===== src/rtl/uart_rx.sv =====
// Purpose: 8-bit UART receiver with a 2-flop input synchronizer. Define UART_RX_PARITY_EN for an even-parity bit (8E1); the default build is 8N1.
// Latency: rx_data/rx_valid update one cycle after the stop-bit sample, about 2 sync cycles plus 9.5 bit times (10.5 with parity) after the start edge.
// Backpressure: none on the line; a byte that completes while rx_valid is still unacknowledged is dropped and overrun pulses.
module uart_rx #(
  parameter int CLKS_PER_BIT = 10417
) (
  input  logic       clk,
  input  logic       rst,
  input  logic       rxd,
  input  logic       rx_ack,
  output logic [7:0] rx_data,
  output logic       rx_valid,
  output logic       frame_err,
  output logic       parity_err,
  output logic       overrun,
  output logic       busy
);

  localparam int CW = $clog2(CLKS_PER_BIT);
  localparam logic [CW-1:0] BIT_LAST  = CW'(CLKS_PER_BIT - 1);
  localparam logic [CW-1:0] HALF_LAST = CW'(CLKS_PER_BIT / 2 - 1);

`ifdef UART_RX_PARITY_EN
  typedef enum logic [2:0] {IDLE, START, DATA, PARITY, STOP, WAIT_HIGH} state_t;
`else
  typedef enum logic [2:0] {IDLE, START, DATA, STOP, WAIT_HIGH} state_t;
`endif

  logic          rxd_meta, rxd_sync;
  state_t        state, state_nxt;
  logic [CW-1:0] cnt, cnt_nxt;
  logic [2:0]    bit_idx, bit_idx_nxt;
  logic [7:0]    shift, shift_nxt;
  logic          accept, ferr;
`ifdef UART_RX_PARITY_EN
  logic          par_bit, par_bit_nxt;
  logic          perr;
`endif

  // Reset to the idle level so releasing reset never looks like a start edge.
  always_ff @(posedge clk or negedge rst) begin
    if (!rst) begin
      rxd_meta <= 1'b1;
      rxd_sync <= 1'b1;
    end else begin
      rxd_meta <= rxd;
      rxd_sync <= rxd_meta;
    end
  end

  always_ff @(posedge clk or negedge rst) begin
    if (!rst) begin
      state   <= IDLE;
      cnt     <= '0;
      bit_idx <= '0;
      shift   <= '0;
`ifdef UART_RX_PARITY_EN
      par_bit <= 1'b0;
`endif
    end else begin
      state   <= state_nxt;
      cnt     <= cnt_nxt;
      bit_idx <= bit_idx_nxt;
      shift   <= shift_nxt;
`ifdef UART_RX_PARITY_EN
      par_bit <= par_bit_nxt;
`endif
    end
  end

  always_comb begin
    state_nxt   = state;
    cnt_nxt     = cnt + CW'(1);
    bit_idx_nxt = bit_idx;
    shift_nxt   = shift;
    accept      = 1'b0;
    ferr        = 1'b0;
`ifdef UART_RX_PARITY_EN
    par_bit_nxt = par_bit;
    perr        = 1'b0;
`endif
    unique case (state)
      IDLE: begin
        cnt_nxt = '0;
        if (!rxd_sync) begin
          state_nxt   = START;
          bit_idx_nxt = '0;
        end
      end
      START: begin
        // Mid-start-bit recheck rejects short glitches silently.
        if (cnt == HALF_LAST) begin
          cnt_nxt   = '0;
          state_nxt = rxd_sync ? IDLE : DATA;
        end
      end
      DATA: begin
        if (cnt == BIT_LAST) begin
          cnt_nxt     = '0;
          shift_nxt   = {rxd_sync, shift[7:1]};
          bit_idx_nxt = bit_idx + 3'd1;
          if (bit_idx == 3'd7) begin
`ifdef UART_RX_PARITY_EN
            state_nxt = PARITY;
`else
            state_nxt = STOP;
`endif
          end
        end
      end
`ifdef UART_RX_PARITY_EN
      PARITY: begin
        if (cnt == BIT_LAST) begin
          cnt_nxt     = '0;
          par_bit_nxt = rxd_sync;
          state_nxt   = STOP;
        end
      end
`endif
      STOP: begin
        // A low stop bit outranks a parity mismatch.
        if (cnt == BIT_LAST) begin
          cnt_nxt = '0;
          if (!rxd_sync) begin
            ferr      = 1'b1;
            state_nxt = WAIT_HIGH;
`ifdef UART_RX_PARITY_EN
          end else if ((^shift) != par_bit) begin
            perr      = 1'b1;
            state_nxt = IDLE;
`endif
          end else begin
            accept    = 1'b1;
            state_nxt = IDLE;
          end
        end
      end
      WAIT_HIGH: begin
        cnt_nxt = '0;
        if (rxd_sync) state_nxt = IDLE;
      end
      default: begin
        cnt_nxt   = '0;
        state_nxt = IDLE;
      end
    endcase
  end

  always_ff @(posedge clk or negedge rst) begin
    if (!rst) begin
      rx_data   <= 8'h00;
      rx_valid  <= 1'b0;
      frame_err <= 1'b0;
      overrun   <= 1'b0;
    end else begin
      frame_err <= ferr;
      overrun   <= 1'b0;
      if (accept) begin
        if (!rx_valid || rx_ack) begin
          rx_data  <= shift;
          rx_valid <= 1'b1;
        end else begin
          overrun <= 1'b1;
        end
      end else if (rx_ack) begin
        rx_valid <= 1'b0;
      end
    end
  end

`ifdef UART_RX_PARITY_EN
  always_ff @(posedge clk or negedge rst) begin
    if (!rst) parity_err <= 1'b0;
    else      parity_err <= perr;
  end
`else
  assign parity_err = 1'b0;
`endif

  assign busy = (state != IDLE);

endmodule


===== config.mk =====
export PLATFORM = sky130hd
export DESIGN_NAME = uart_rx
export DESIGN_NICKNAME = d
export VERILOG_FILES = /design/src/rtl/uart_rx.sv
export SDC_FILE = /design/constraint.sdc
export NUM_CORES = 1
export LEC_CHECK = 0
export ABC_CLOCK_PERIOD_IN_PS = 2110
export BUFFER_PORTS_ARGS = -buffer_cell sky130_fd_sc_hd__buf_2
export CORE_MARGIN = 4
export CORE_UTILIZATION = 58
export CTS_CLUSTER_DIAMETER = 80
export DETAILED_ROUTE_END_ITERATION = 12
export GPL_TIMING_DRIVEN = 0
export PLACE_DENSITY_LB_ADDON = 0.25
export SLEW_MARGIN = 20
export SYNTH_ARGS = -nofsm -noshare
export SYNTH_HDL_FRONTEND = slang
export SYNTH_SLANG_ARGS = --single-unit

===== constraint.sdc =====
create_clock -name clk -period 2.11 [get_ports clk]
set_input_delay 0.211 -clock clk [delete_from_list [all_inputs] [get_ports clk]]
set_output_delay 0.211 -clock clk [all_outputs]
set_load 0.02 [all_outputs]

==> After elaboration in Yosys (flattened, before gate mapping) <==
Index checks and enable logic that the tools add are counted.
Widths: inputs -> output; s select.
{ "classes": {"addsub": 2, "n_eq_ne": 14, "muxes": 26, "n_reduce_logical": 12} }
{ "ops": {"columns": ["operator", "n"], "rows": [
  ["$mux 14", 2],
  ["$pmux 14 s2", 1],
  ["$mux 3", 9],
  ["$pmux 3 s5", 1],
  ["$add 14x1->14 const B", 1],
  ["$eq 14x13->1 const B", 1],
  ["$eq 14x14->1 const B", 1],
  ["$ne 2x2->1 const B", 6],
  ["$mux 1", 11],
  ["$eq 3x2->1 const B", 2],
  ["$eq 3x3->1 const B", 2],
  ["$pmux 3 s2", 1],
  ["$reduce_and 2->1", 3],
  ["$reduce_and 6->1", 1],
  ["$reduce_bool 2->1", 2],
  ["$add 3x1->3 const B", 1],
  ["$eq 3x1->1 const B", 1],
  ["$logic_not 3->1", 1],
  ["$reduce_and 3->1", 1],
  ["$reduce_bool 3->1", 1],
  ["$mux 2", 1],
  ["$ne 2x1->1 const B", 1],
  ["$reduce_or 2->1", 1],
  ["$logic_not 1->1", 1],
  ["$logic_or 1x1->1", 1]
]} }
{ "word_totals": {"ff_bits": 41, "input_bits": 4, "out_inout_bits": 13, "word_cells": 64} }

==> Longest topological paths before layout <==
{ "depth": {"word_depth": 5, "mapped_depth": 7, "ltp_nobuf": 6} }

==> Worst setup path before layout <==
OpenSTA, ideal clock, no wires.
{ "synth_path": {"kind": "register -> register", "startpoint": "register cnt[0]", "endpoint": "register shift[0]", "setup_ns": 0.125, "arrival_ns": 1.541, "required_time_ns": 1.985, "setup_slack_ns": 0.444, "stages_incl_launch_ff": 8, "path_buffers": 1, "cell_sequence": "dfrtp_1 -> inv_1 -> ha_1 -> and3b_1 -> nand3_1 -> nor3_2 -> buf_6 -> mux2_2"} }
{ "synth_between": {"elab_chain_len": 2} }
{ "synth_rtl": {"columns": ["element", "line_no", "rtl"], "rows": [
  ["start, declared", "31", "logic [CW-1:0] cnt, cnt_nxt;"],
  ["start signal, assigned", "62", "cnt <= cnt_nxt;"],
  ["$eq 14x14->1", "98", "if (cnt == BIT_LAST) begin"],
  ["$reduce_and 2->1 (no source line)", null, null],
  ["end signal, assigned", "64", "shift <= shift_nxt;"],
  ["end, declared", "33", "logic [7:0] shift, shift_nxt;"]
]} }
Every way passes these cells.
A chain may end at the register's enable or synchronous reset.

==> Final worst setup path <==
Same ends and word-level chain as after synthesis.

==> reports/qor.txt <==
Hold path cells -> 3
Synth Register Bits -> 41
Initial Util -> 61.22%
Hold violation count in the final report -> 0
Cell area after layout -> 2118 um2
DRC -> 0
CTS Root Cell -> clkbuf_4
Routability congestion estimate -> 0.8277
Yosys top cell by area -> dfrtp_1
Setup CP Type -> register to register
Via density -> 5.372
RR Startpoint -> cnt[0]
Peak Freq -> 538.8 MHz
Final setup viols -> 0
Pwr/cell area -> 626.5 nW/um2
Critical path startpoint category -> register
Vias in the first global route -> 1220
Overflow left after global routing -> 0
Top post-synthesis cells by area -> dfrtp_1 52%, mux2_2 9.6%, xnor2_1 4.6%, nor2_1 3.8%, dfstp_2 2.8%
Net Count, Synth -> 170
Initial antenna violation count -> 0
LEAKAGE -> 0.9977 nW
Routed Antenna Nets -> 0
Worst slew margin -> 42.36%
CTS tree -> done
Syn avg cell area -> 11.63 um2
RSZ-0062 raised after global routing -> false
Nets -> 194
Yosys cell types -> 38
Clock Skews -> 0.01395 ns
WL/cell -> 14.04 um
Max Slew Vio Count -> 0
Hold wc startpoint -> rx_ack
Tightest Hold Check Type -> input port to register
Async SR Flop Fraction -> 100.0%
Slew @ Worst Pin -> 0.8647 ns
GRT Total Usage -> 17.96%
Clock period minus worst slack -> 1.856 ns
Outcome -> finished, final reports clean
Tcrit/Tclk final -> 87.95%
Total CTS buffers -> 5
Skew-Pair Late Insertion Delay -> 0.36 ns
Filler Cells Inserted -> 238
Slowest cell on the critical path -> dfrtp_1
WP data arrival -> 2.10 ns
Max VDD drop -> 0.6379 mV
Area grow syn2layout -> 12.42%
H-tree depth -> 2
Worst Path Buf+Inv -> 2
FF-to-FF path depth -> 7
Crit path cell chain -> inv_1, ha_1, and3b_1, nand3_1, nor3_2, buf_6, mux2_2
Max_cap viols -> 0
Placed cells -> 221
CP required -> 2.35 ns
Fin cells -> 231
TritonCTS Sinks -> 41
Setup TNS -> 0 ns
Largest net degree at the start of global routing -> 42
FP Rows -> 20
Share of the synthesized area in the top cell type -> 51.79%
Core area -> 3078 um2
CP Capture Type -> register
Family with the most delay on the worst path -> simple AND/OR/NAND/NOR gates
Endpoint, Worst Hold -> overrun
Post-Route WL -> 3243 um
Sequential area share after synthesis -> 54.58%
Die Width -> 65 um
R2r setup slk -> 0.25 ns
Via Count -> 1241
Cell Area, Placed -> 2014 um2
Max stage delay on crit path -> 0.43 ns
1st-iter DRT viols -> 56
Final core occ -> 68.82%
Ys Warns -> 0
Worst hold slack -> 0.1592 ns
Post-DP HPWL -> 2267 um
Critical-path maximum fanout -> 10
Worst r2r dst -> shift[0]
DRT Pass-1 Iters -> 4
PortBufs -> 15
Leading register cell type out of synthesis -> dfrtp_1
Area of the die -> 4225 um2
Die height -> 65 um
Cells after synthesis -> 162
Global-route wire length before repair -> 5623 um
Cell area after synthesis -> 1884 um2
IO Pins -> 17
Reg clk slew, reported paths -> 0.11 ns
Ant. Diodes -> 0
EDFF count, synth -> 0
Clock buffer depth -> 2
Layout cells sized above 1 -> 26.74%
Post-CTS Resized -> 0
-- kinds of logic after synthesis --
family	Yosys count	share of synthesized area, %
adder cells (fa/ha/maj)	4	2.656
multiplexers	18	10.62
AND/OR/NAND/NOR	67	20.05
buffers and inverters	11	2.988
XOR/XNOR	12	5.578
other	1	0.1990
AO/OA/AOI/OAI	8	3.320
flip-flops	41	54.58
-- tightest hold or removal path: stages --
cell      delay (ns)
buf_2           0.07
nand2b_1        0.14
nor3_1          0.06
-- cell usage in the layout, fill, tap and decap left out, drive strengths merged, types with 2 or more instances in the layout --
cell / count
dfrtp: 39
nor2: 19
buf: 18
mux2: 16
xnor2: 10
nand2: 9
nand3: 8
inv: 7
nor3: 6
clkbuf: 6
nor2b: 4
nor4: 4
and3: 4
ha: 4
a21oi: 3
nand4: 2
or3: 2
xor2: 2
mux2i: 2
dlygate4sd3: 2
dfstp: 2
-- layer usage --
| metal | GRT usage, % | part of all wire, % | vias up |
|---|---|---|---|
| met4 | 8.707 | 2.1 | 0 |
| met3 | 6.066 | 4.9 | 8 |
| li1 | - | - | 615 |
| met1 | 21.27 | 45 | 589 |
| met2 | 29.12 | 48 | 29 |
| met5 | 0 | 0 | - |
-- layout make-up --
type / count / area (um2) / share of cell area [%]
buffer: 4 / 30.03 / 1.418
clock buffer: 5 / 37.54 / 1.772
clock inverter: 3 / 46.29 / 2.185
inverter: 7 / 26.28 / 1.240
multi-input combinational: 110 / 799.5 / 37.74
sequential: 41 / 1028 / 48.55
tap: 44 / 55.05 / 2.599
timing repair buffer: 17 / 95.09 / 4.489
-- where the power goes --
| part | internal (W) | switching, W | leakage [nW] |
|---|---|---|---|
| combinational | 0.00000682 | 0.0000179 | 0.405 |
| clock | 0.000251 | 0.000261 | 0.0414 |
| sequential | 0.000789 | 0.00000191 | 0.551 |
| total | 0.00105 | 0.000280 | 0.998 |
-- metrics by stage --
step / worst slack, ns / total power, W
2_1_floorplan: 0.4443 / 0.0008109
3_3_place_gp: 0.2895 / 0.0008284
3_5_place_dp: 0.2474 / 0.0008292
4_1_cts: 0.2352 / 0.001346
5_1_grt: 0.1388 / 0.001397
6_report: 0.2542 / 0.001327
-- cell usage after synthesis (all sizes together) (3+ instances only) --
cell,n
a21oi,3
and3,4
buf,3
dfrtp,39
ha,4
inv,7
mux2,16
nand2,9
nand3,8
nor2,19
nor2b,4
nor3,6
nor4,4
xnor2,10
-- worst max-delay path by stage --
stage	startpoint	endpoint	slack (ns)	cells after the start
2_1_floorplan	cnt[0]	shift[0]	0.44	7
6_report	cnt[0]	shift[0]	0.25	7
4_1_cts	cnt[0]	shift[0]	0.24	7
3_5_place_dp	cnt[0]	shift[5]	0.25	7
3_3_place_gp	cnt[0]	shift[0]	0.29	7
5_1_grt	cnt[0]	shift[0]	0.14	7
-- sequential cells by signal (all words and copies together) (netlist names) --
signal and flops:
state 3, bit_idx 3, cnt 14, frame_err 1, rx_data 8, rx_valid 1, rxd_sync 1, overrun 1
shift 8, rxd_meta 1
-- timing repair --
action	in CTS	in global routing
buffers inserted	0	0
endpoints found under the hold margin	40	0
hold buffers	2	0
Power figures use the tool's default switching activity.
